==> config.mk <==
export PLATFORM = sky130hd
export DESIGN_NAME = module_arbitro_de_bus
export DESIGN_NICKNAME = d
export VERILOG_FILES = /design/src/rtl/module_arbitro_de_bus.sv
export SDC_FILE = /design/constraint.sdc
export NUM_CORES = 1
export LEC_CHECK = 0
export ABC_AREA = 0
export BUFFER_PORTS_ARGS = -buffer_cell sky130_fd_sc_hd__buf_2
export CAP_MARGIN = 10
export CORE_MARGIN = 2
export CORE_UTILIZATION = 46
export CTS_CLUSTER_SIZE = 8
export DETAILED_ROUTE_END_ITERATION = 10
export PLACE_DENSITY = 0.93
export REMOVE_ABC_BUFFERS = 1
export SYNTH_ARGS = -nofsm -noshare
export SYNTH_HDL_FRONTEND = slang
export SYNTH_SLANG_ARGS = --single-unit
export TNS_END_PERCENT = 5
==> constraint.sdc <==
create_clock -name clk_i -period 1.98 [get_ports clk_i]
set_input_delay 0.594 -clock clk_i [delete_from_list [all_inputs] [get_ports clk_i]]
set_output_delay 0.594 -clock clk_i [all_outputs]
set_load 0.05 [all_outputs]
==> src/rtl/module_arbitro_de_bus.sv <==
// rtl/module_arbitro_de_bus.sv - two-master round-robin bus arbiter/sequencer
// One single-word transaction per grant; reads wait RD_LAT cycles before capture.
module module_arbitro_de_bus #(
    parameter int RD_LAT = 1,
    parameter int AW     = 32,
    parameter int DW     = 32
) (
    input  logic          clk_i,
    input  logic          rst_i,
    input  logic          req0_i,
    input  logic          we0_i,
    input  logic [AW-1:0] addr0_i,
    input  logic [DW-1:0] wdata0_i,
    output logic          ack0_o,
    output logic [DW-1:0] rdata0_o,
    input  logic          req1_i,
    input  logic          we1_i,
    input  logic [AW-1:0] addr1_i,
    input  logic [DW-1:0] wdata1_i,
    output logic          ack1_o,
    output logic [DW-1:0] rdata1_o,
    output logic [1:0]    gnt_o,
    output logic          busy_o,
    output logic          we_o,
    output logic [AW-1:0] addr_o,
    output logic [DW-1:0] wdata_o,
    input  logic [DW-1:0] di_i
);

    localparam logic [1:0] S_IDLE   = 2'd0;
    localparam logic [1:0] S_ACCESS = 2'd1;
    localparam logic [1:0] S_WAIT   = 2'd2;
    localparam logic [1:0] S_ACK    = 2'd3;

    localparam logic [2:0] LP_CNT_INIT = (RD_LAT > 0) ? 3'(RD_LAT - 1) : 3'd0;

    logic [1:0]    r_state;
    logic [2:0]    r_cnt;
    logic          r_last;
    logic          r_sel;
    logic          r_is_wr;
    logic [1:0]    r_gnt;
    logic          r_busy;
    logic          r_we;
    logic [AW-1:0] r_addr;
    logic [DW-1:0] r_wdata;
    logic          r_ack0;
    logic          r_ack1;
    logic [DW-1:0] r_rdata0;
    logic [DW-1:0] r_rdata1;

    logic w_any;
    logic w_pick1;
    logic w_done;
    logic w_cap;

    // On a tie the master that did not go last wins.
    assign w_any   = req0_i | req1_i;
    assign w_pick1 = req1_i & (~req0_i | ~r_last);

    assign w_done = ((r_state == S_ACCESS) && (r_is_wr || (RD_LAT == 0)))
                  || ((r_state == S_WAIT) && (r_cnt == 3'd0));
    assign w_cap  = w_done && !r_is_wr;

    always_ff @(posedge clk_i) begin
        if (rst_i) begin
            r_state  <= S_IDLE;
            r_cnt    <= 3'd0;
            r_last   <= 1'b1;
            r_sel    <= 1'b0;
            r_is_wr  <= 1'b0;
            r_gnt    <= 2'b00;
            r_busy   <= 1'b0;
            r_we     <= 1'b0;
            r_addr   <= '0;
            r_wdata  <= '0;
            r_ack0   <= 1'b0;
            r_ack1   <= 1'b0;
            r_rdata0 <= '0;
            r_rdata1 <= '0;
        end else begin
            r_ack0 <= 1'b0;
            r_ack1 <= 1'b0;
            r_we   <= 1'b0;

            if (w_cap) begin
                if (r_sel) r_rdata1 <= di_i;
                else       r_rdata0 <= di_i;
            end

            if (w_done) begin
                r_ack0  <= ~r_sel;
                r_ack1  <= r_sel;
                r_state <= S_ACK;
            end else begin
                case (r_state)
                    S_IDLE: begin
                        if (w_any) begin
                            r_sel   <= w_pick1;
                            r_gnt   <= w_pick1 ? 2'b10 : 2'b01;
                            r_addr  <= w_pick1 ? addr1_i : addr0_i;
                            r_wdata <= w_pick1 ? wdata1_i : wdata0_i;
                            r_is_wr <= w_pick1 ? we1_i : we0_i;
                            r_we    <= w_pick1 ? we1_i : we0_i;
                            r_busy  <= 1'b1;
                            r_state <= S_ACCESS;
                        end
                    end
                    S_ACCESS: begin
                        r_cnt   <= LP_CNT_INIT;
                        r_state <= S_WAIT;
                    end
                    S_WAIT: begin
                        r_cnt <= r_cnt - 3'd1;
                    end
                    default: begin
                        r_last  <= r_sel;
                        r_gnt   <= 2'b00;
                        r_busy  <= 1'b0;
                        r_state <= S_IDLE;
                    end
                endcase
            end
        end
    end

    assign ack0_o   = r_ack0;
    assign ack1_o   = r_ack1;
    assign rdata0_o = r_rdata0;
    assign rdata1_o = r_rdata1;
    assign gnt_o    = r_gnt;
    assign busy_o   = r_busy;
    assign we_o     = r_we;
    assign addr_o   = r_addr;
    assign wdata_o  = r_wdata;

endmodule

==> impl_results.md, run 1 <==
* Status: finished clean
* Layout cell share with drive strength beyond 1 at 0.380
* Most common cell after layout, fill and taps aside: buf_2
* Sequential Area at between 0.002 and 0.003 mm2
* Cell taking the most area after synthesis: dfxtp_1
* Post-layout util at 0.649
* Required @ worst endpoint at between 2 and 2.5 ns
* Post-Synthesis Cells at about 700
* Hold Slack at between 0.4 and 0.5 ns
* Total Routed Length at about 18000 um
* Skew-Pair Late Insertion Delay at approximately 0.42 ns
* Reg-to-Reg Start: r_state[0]
* Grt total ovfl at 0
* Unrepaired setup endpoints after global routing: no
* Reg clk slew, reported paths at ~0.060 ns
* Largest net degree at the start of global routing at 70
* Max frequency at roughly 550 MHz
* Clk_skew at around 0.011 ns
* CTS sink cnt at around 140
* Mux contribution to synthesized area at 0.00170
* CTS tree: done
* Initial DRC count at 464
* Routed Antenna Nets at 0
* Pwr dens at 1770 mW/mm2
* Sequential area share after synthesis at 0.481
* Multi-input gate area at about 0.0027 mm2
* Number of port buffers at roughly 300
* Placed cells at about 1100
* GRT Total Usage at 0.245
* Max VDD drop at 1080 uV
* Core box area at approximately 0.013 mm2
* Total CTS buffers at 17
* Synth Area in XOR/XNOR at 0
* Most frequent cells in the layout: 298 x buf_2, 257 x nand2_1, 142 x dfxtp_1, 134 x a21oi_1, 45 x a311oi_1
* DRC at 0
* Number of flops mapped to enable cells by yosys at 0
* Cell area after synthesis at just under 0.006 mm2
* Adder-cell share of the synthesized area at 0.0148
* Reg2reg setup slack at about 0.15 ns
* Placed cell areas at 0.00756 mm2
* Complex-gate fraction of the synthesized area at 0.259
* Initial core utilization at 0.470
* Design area at ~0.008 mm2
* Post-layout min period at 1.83 ns
* Area Overhead vs Synth at 38.2%
* Tcrit/Tclk final at 0.922
* FFs w/ async S/R, synth at 0
* Post-route insts no fill at between 1000 and 1500
* First-pass GRT wire length at roughly 27000 um
* Vias per cell at roughly 5.4
* Simple logic cell fraction of the synthesized area at 0.183
* H-tree Lvls at 4
* Main area contributors after synthesis: dfxtp_1 48%, nand2_1 16%, a21oi_1 11%
* Io pins at 300
* Setup CP Type: flop to flop
* Normalized max-slew margin at 0.715
* Max clock buf depth at 2
* Worst-margin pin slew at around 0.43 ns
* Hold Crit Class: primary input to flop
* Setup violators final at 0
* Worst Reg-to-Reg Cells at 6
* Wirelength per Cell at approximately 16 um
* Vias in the first global route at approximately 5800
* RR Endpoint: addr_o[0]
* Post-synth top area share at 0.481
* CTS root buf: clkbuf_16
* Combinational family with the most area after synthesis: compound AO/OA/AOI/OAI gates
* Die H at 117 um
* Die area at roughly 0.014 mm2
* Count of cell types in the netlist at 40
* Post-DP HPWL at ~13000 um
* Fin. Hold Viols at 0
* # fillers at 1006
* Syn Area/Cell at between 8 and 9 um2
* WP data arrival at 2.15 ns
* Initial antenna violation count at 2
* Via Count at approximately 6400
* #FFs+latches synth at 142
* Final nets at between 1000 and 1500
* Die width at around 120 um
* Row count at between 40 and 50
* Max Transition Viols Final at 0
* Placer congestion estimate at approximately 0.84
* Setup crit start kind: flop
* Yosys warnings at 0
* Main synth FF type: dfxtp_1
* Worst Path Max Fanout at 53
* Pre-antenna DRT Iters at 4
* Worst setup EP type: flop
* Lkg Pwr at 3.71 nW
* CP Launch Point: r_state[0]
* # Max-Cap Violations at 0
* Worst Setup EP: addr_o[0]
-- cells in the mapped netlist, types with 2 or more instances --
cell type / number
a21oi_1: 134
o21ai_0: 4
buf_4: 5
a211oi_1: 2
buf_2: 34
a31oi_1: 2
clkbuf_1: 25
a311oi_2: 20
a311oi_1: 45
dfxtp_1: 142
inv_1: 7
buf_6: 2
nand2_1: 257
a32o_1: 2
or4_1: 2
ha_1: 7
-- area by class of cell --
type,instances,share of cell area
diodes,1,0.000307
clock buffers,17,0.0521
clock inverters,15,0.0199
inverters,7,0.00322
multi-input cells,498,0.335
flip-flops and latches,142,0.348
well taps,172,0.0264
repair buffers,317,0.214
-- how the worst min path moves through the flow --
| stage | depth (start not counted) | end | slack [ns] | start |
|---|---|---|---|---|
| 5_1_grt | 3 | rdata1_o[4] | 0.41 | di_i[4] |
| 2_1_floorplan | 2 | r_cnt[1] | 0.44 | r_cnt[1] |
| 6_report | 3 | rdata0_o[3] | 0.42 | di_i[3] |
| 3_3_place_gp | 2 | rdata0_o[16] | 0.44 | rdata0_o[16] |
| 4_1_cts | 3 | rdata0_o[3] | 0.41 | di_i[3] |
| 3_5_place_dp | 2 | rdata0_o[23] | 0.44 | rdata0_o[23] |
-- power breakdown --
part	switching, mW	internal, mW
logic	5.16	1.90
registers	0.502	3.73
clock network	1.28	1.87
-- what timing repair did --
| item | 4_1_cts | 5_1_grt |
|---|---|---|
| setup buffers | 0 | 0 |
| hold buffers | 0 | 0 |
| setup endpoints to repair | 0 | 17 |
| gates resized for setup | 0 | 2 |
-- metrics by stage --
| stage | setup TNS [ns] | worst slack (ns) | power, mW |
|---|---|---|---|
| 2_1_floorplan | -78.93 | -1.47 | 9.27 |
| 3_3_place_gp | 0 | 0.176 | 11.1 |
| 3_5_place_dp | 0 | 0.0642 | 11.3 |
| 4_1_cts | 0 | 0.0271 | 14.5 |
| 5_1_grt | 0 | 0.0593 | 15.1 |
| 6_report | 0 | 0.154 | 14.5 |
-- worst max-delay path, stage by stage, from the launching register on --
cell and delay [ns]:
dfxtp_1 0.40, inv_1 0.11, ha_2 0.27, a22oi_4 0.28, buf_12 0.27, a21oi_1 0.13, a311oi_1 0.26
-- layer usage --
metal  global-route usage  up-vias  part of all wire
met5                    0        -           0.00072
met4                0.123        2             0.027
met3               0.0803       44             0.087
met2                0.425      309              0.50
met1                0.269     2982              0.38
li1                     -     3027                 -
-- flip-flops by register name, summed over array words and instances (netlist names), 2 cells and up --
signal,cells
r_state,2
addr_o,32
wdata_o,32
r_cnt,3
gnt_o,2
rdata1_o,32
rdata0_o,32
-- cells by family (layout without fill, tap and decap cells) --
kind of cell	Yosys count	after routing
DFF	142	142
adders and majority gates	7	7
other	0	1
buffers and inverters	74	356
AOI/OAI and AO/OA	218	218
muxes	1	1
and+or+nand+nor	272	272
Note: power is estimated with default switching activity, not from simulation.
==> run 2: changes to the inputs <==
--- a/config.mk
+++ b/config.mk
@@ -12,7 +12,7 @@
 export CORE_UTILIZATION = 46
 export CTS_CLUSTER_SIZE = 8
 export DETAILED_ROUTE_END_ITERATION = 10
-export PLACE_DENSITY = 0.93
+export PLACE_DENSITY_LB_ADDON = 0.05
 export REMOVE_ABC_BUFFERS = 1
 export SYNTH_ARGS = -nofsm -noshare
 export SYNTH_HDL_FRONTEND = slang
==> run 2 against run 1 <==
Effect of this change:
- utilization up 0.78 points
- non-clock buffer count up 6
- wire length grew 5.3%
- total power increased by 1.3%
- die area stayed put
- clock power down 4%
- global-route usage up 1.4 points
- combinational power increased by 4.0%
- maximum frequency decreased by 1.6%
- highest routed layer is now met4
==> impl_results.md, run 2 (synthesis results as in run 1) <==
* Placed cell areas at 0.00760 mm2
* Total Routed Length at 19100 um
* WP buf/inv at 3
* Worst stage delay on the critical path at ~0.32 ns
* Total power at approximately 15 mW
* Fin. Hold Viols at 0
* DRC at 0
* Place WS at 0.0492 ns
* Max VDD drop at 983 uV
* Reg clk slew, reported paths at roughly 0.060 ns
* Hold-critical path depth at 3
* Design area at around 0.0083 mm2
* Post-DP HPWL at between 10000 and 15000 um
* Clk_skew at ~0.0093 ns
* First-pass GRT wire length at approximately 28000 um
* Post-layout util at 0.657
* Grt total ovfl at 0
* WP data arrival at roughly 2.2 ns
* Setup violators final at 0
* Largest net degree at the start of global routing at between 60 and 70
* Post-route insts no fill at approximately 1200
* Initial DRC count at around 480
* Via Count at approximately 6300
* Setup crit start kind: flop
* Io pins at 300
* Worst Reg-to-Reg Cells at 8
* Most common cell after layout, fill and taps aside: buf_2
* Vias per cell at roughly 5.4
* H-tree Lvls at 4
* Worst Path Max Fanout at 24
* CTS root buf: clkbuf_16
* Placer congestion estimate at slightly above 0.8
* Total CTS buffers at 17
* Setup CP Type: flop to flop
* Hold Crit Class: primary input to flop
* Core box area at between 0.01 and 0.015 mm2
* Die area at 0.0138 mm2
* Row count at 41
* Lkg Pwr at 3.75 nW
* Setup TNS at 0 ns
* Wirelength per Cell at 16.3 um
* Max Transition Viols Final at 0
* Worst-margin pin slew at about 0.39 ns
* CTS tree: done
* Post-layout min period at between 1.5 and 2 ns
* Pre-antenna DRT Iters at 4
* Crit path cell chain: inv_1, ha_1, ha_2, a22oi_4, buf_4, clkbuf_16, a21oi_1, a311oi_2
* Reg2reg setup slack at approximately 0.12 ns
* Hold path startpoint: di_i[22]
* Worst setup EP type: flop
* Reg-to-Reg Start: r_cnt[0]
* Max clock buf depth at 2
* Initial core utilization at 0.470
* Die width at between 100 and 150 um
* Slowest CP cell: dfxtp_1
* Routed Antenna Nets at 0
* Max frequency at 539 MHz
* Area Overhead vs Synth at 39.8%
* Tcrit/Tclk final at 0.937
* Status: finished clean
* Initial antenna violation count at 0
* Die H at ~120 um
* Normalized max-slew margin at 0.738
* Final nets at 1162
* Placed cells at approximately 1100
* # Max-Cap Violations at 0
* Antenna fix cells at 0
* Required @ worst endpoint at ~2.3 ns
* CTS sink cnt at 142
* Unrepaired setup endpoints after global routing: no
* Top delay family on crit path: compound AO/OA/AOI/OAI gates
* Skew-Pair Late Insertion Delay at around 0.41 ns
* Setup ws final at 0.124 ns
* RR Endpoint: addr_o[23]
* Most frequent cells in the layout: 298 x buf_2, 257 x nand2_1, 142 x dfxtp_1, 134 x a21oi_1, 45 x a311oi_1
* # fillers at 1090
* Layout cell share with drive strength beyond 1 at 0.380
* Hold Path End: rdata0_o[22]
* Hold Slack at about 0.43 ns
* GRT Total Usage at 0.259
* Number of port buffers at 299
* Vias in the first global route at 5732
* Pwr dens at roughly 1800 mW/mm2
[run 2: layout make-up]
type	instances	area [um2]	area share
clock buffers	21	450	0.0546
clock inverters	11	116	0.0141
inverters	7	26.3	0.00318
multi-input cells	498	2740	0.331
flip-flops and latches	142	2840	0.344
well taps	172	215	0.0261
repair buffers	323	1870	0.226
[run 2: per-layer routing]
layer | vias to the layer above | GRT usage | part of all wire
li1 | 3032 | - | -
met4 | 0 | 0.111 | 0.030
met3 | 37 | 0.0664 | 0.072
met1 | 2944 | 0.297 | 0.39
met2 | 278 | 0.456 | 0.51
met5 | - | 0 | 0
[run 2: worst max path at each step]
stage / startpoint / to / slack, ns / cells after the start
2_1_floorplan: r_state[0] / rdata0_o[0] / -1.47 / 5
3_3_place_gp: r_cnt[0] / wdata_o[0] / 0.11 / 7
3_5_place_dp: r_cnt[0] / addr_o[2] / 0.05 / 7
4_1_cts: r_cnt[0] / addr_o[2] / 0.04 / 7
5_1_grt: r_state[0] / addr_o[0] / 0.03 / 7
6_report: r_cnt[0] / addr_o[23] / 0.12 / 8
[run 2: worst register-to-register path, delay by kind of cell, from the launching register on]
| family | cells | cell delay (ns) |
|---|---|---|
| flops | 1 | 0.32 |
| fa+ha+maj | 2 | 0.41 |
| buf+inv | 3 | 0.43 |
| compound gates | 3 | 0.61 |
[run 2: what timing repair did]
item,4_1_cts,5_1_grt
resized for setup,0,3
buffers inserted,0,4
endpoints found under the setup margin,0,48
hold buffers,0,0
[run 2: report_power, final]
group | switching (mW) | internal, mW | total, mW
logic | 5.25 | 2.10 | 7.35
clock network | 1.16 | 1.88 | 3.04
registers | 0.518 | 3.74 | 4.25
total | 6.93 | 7.71 | 14.6
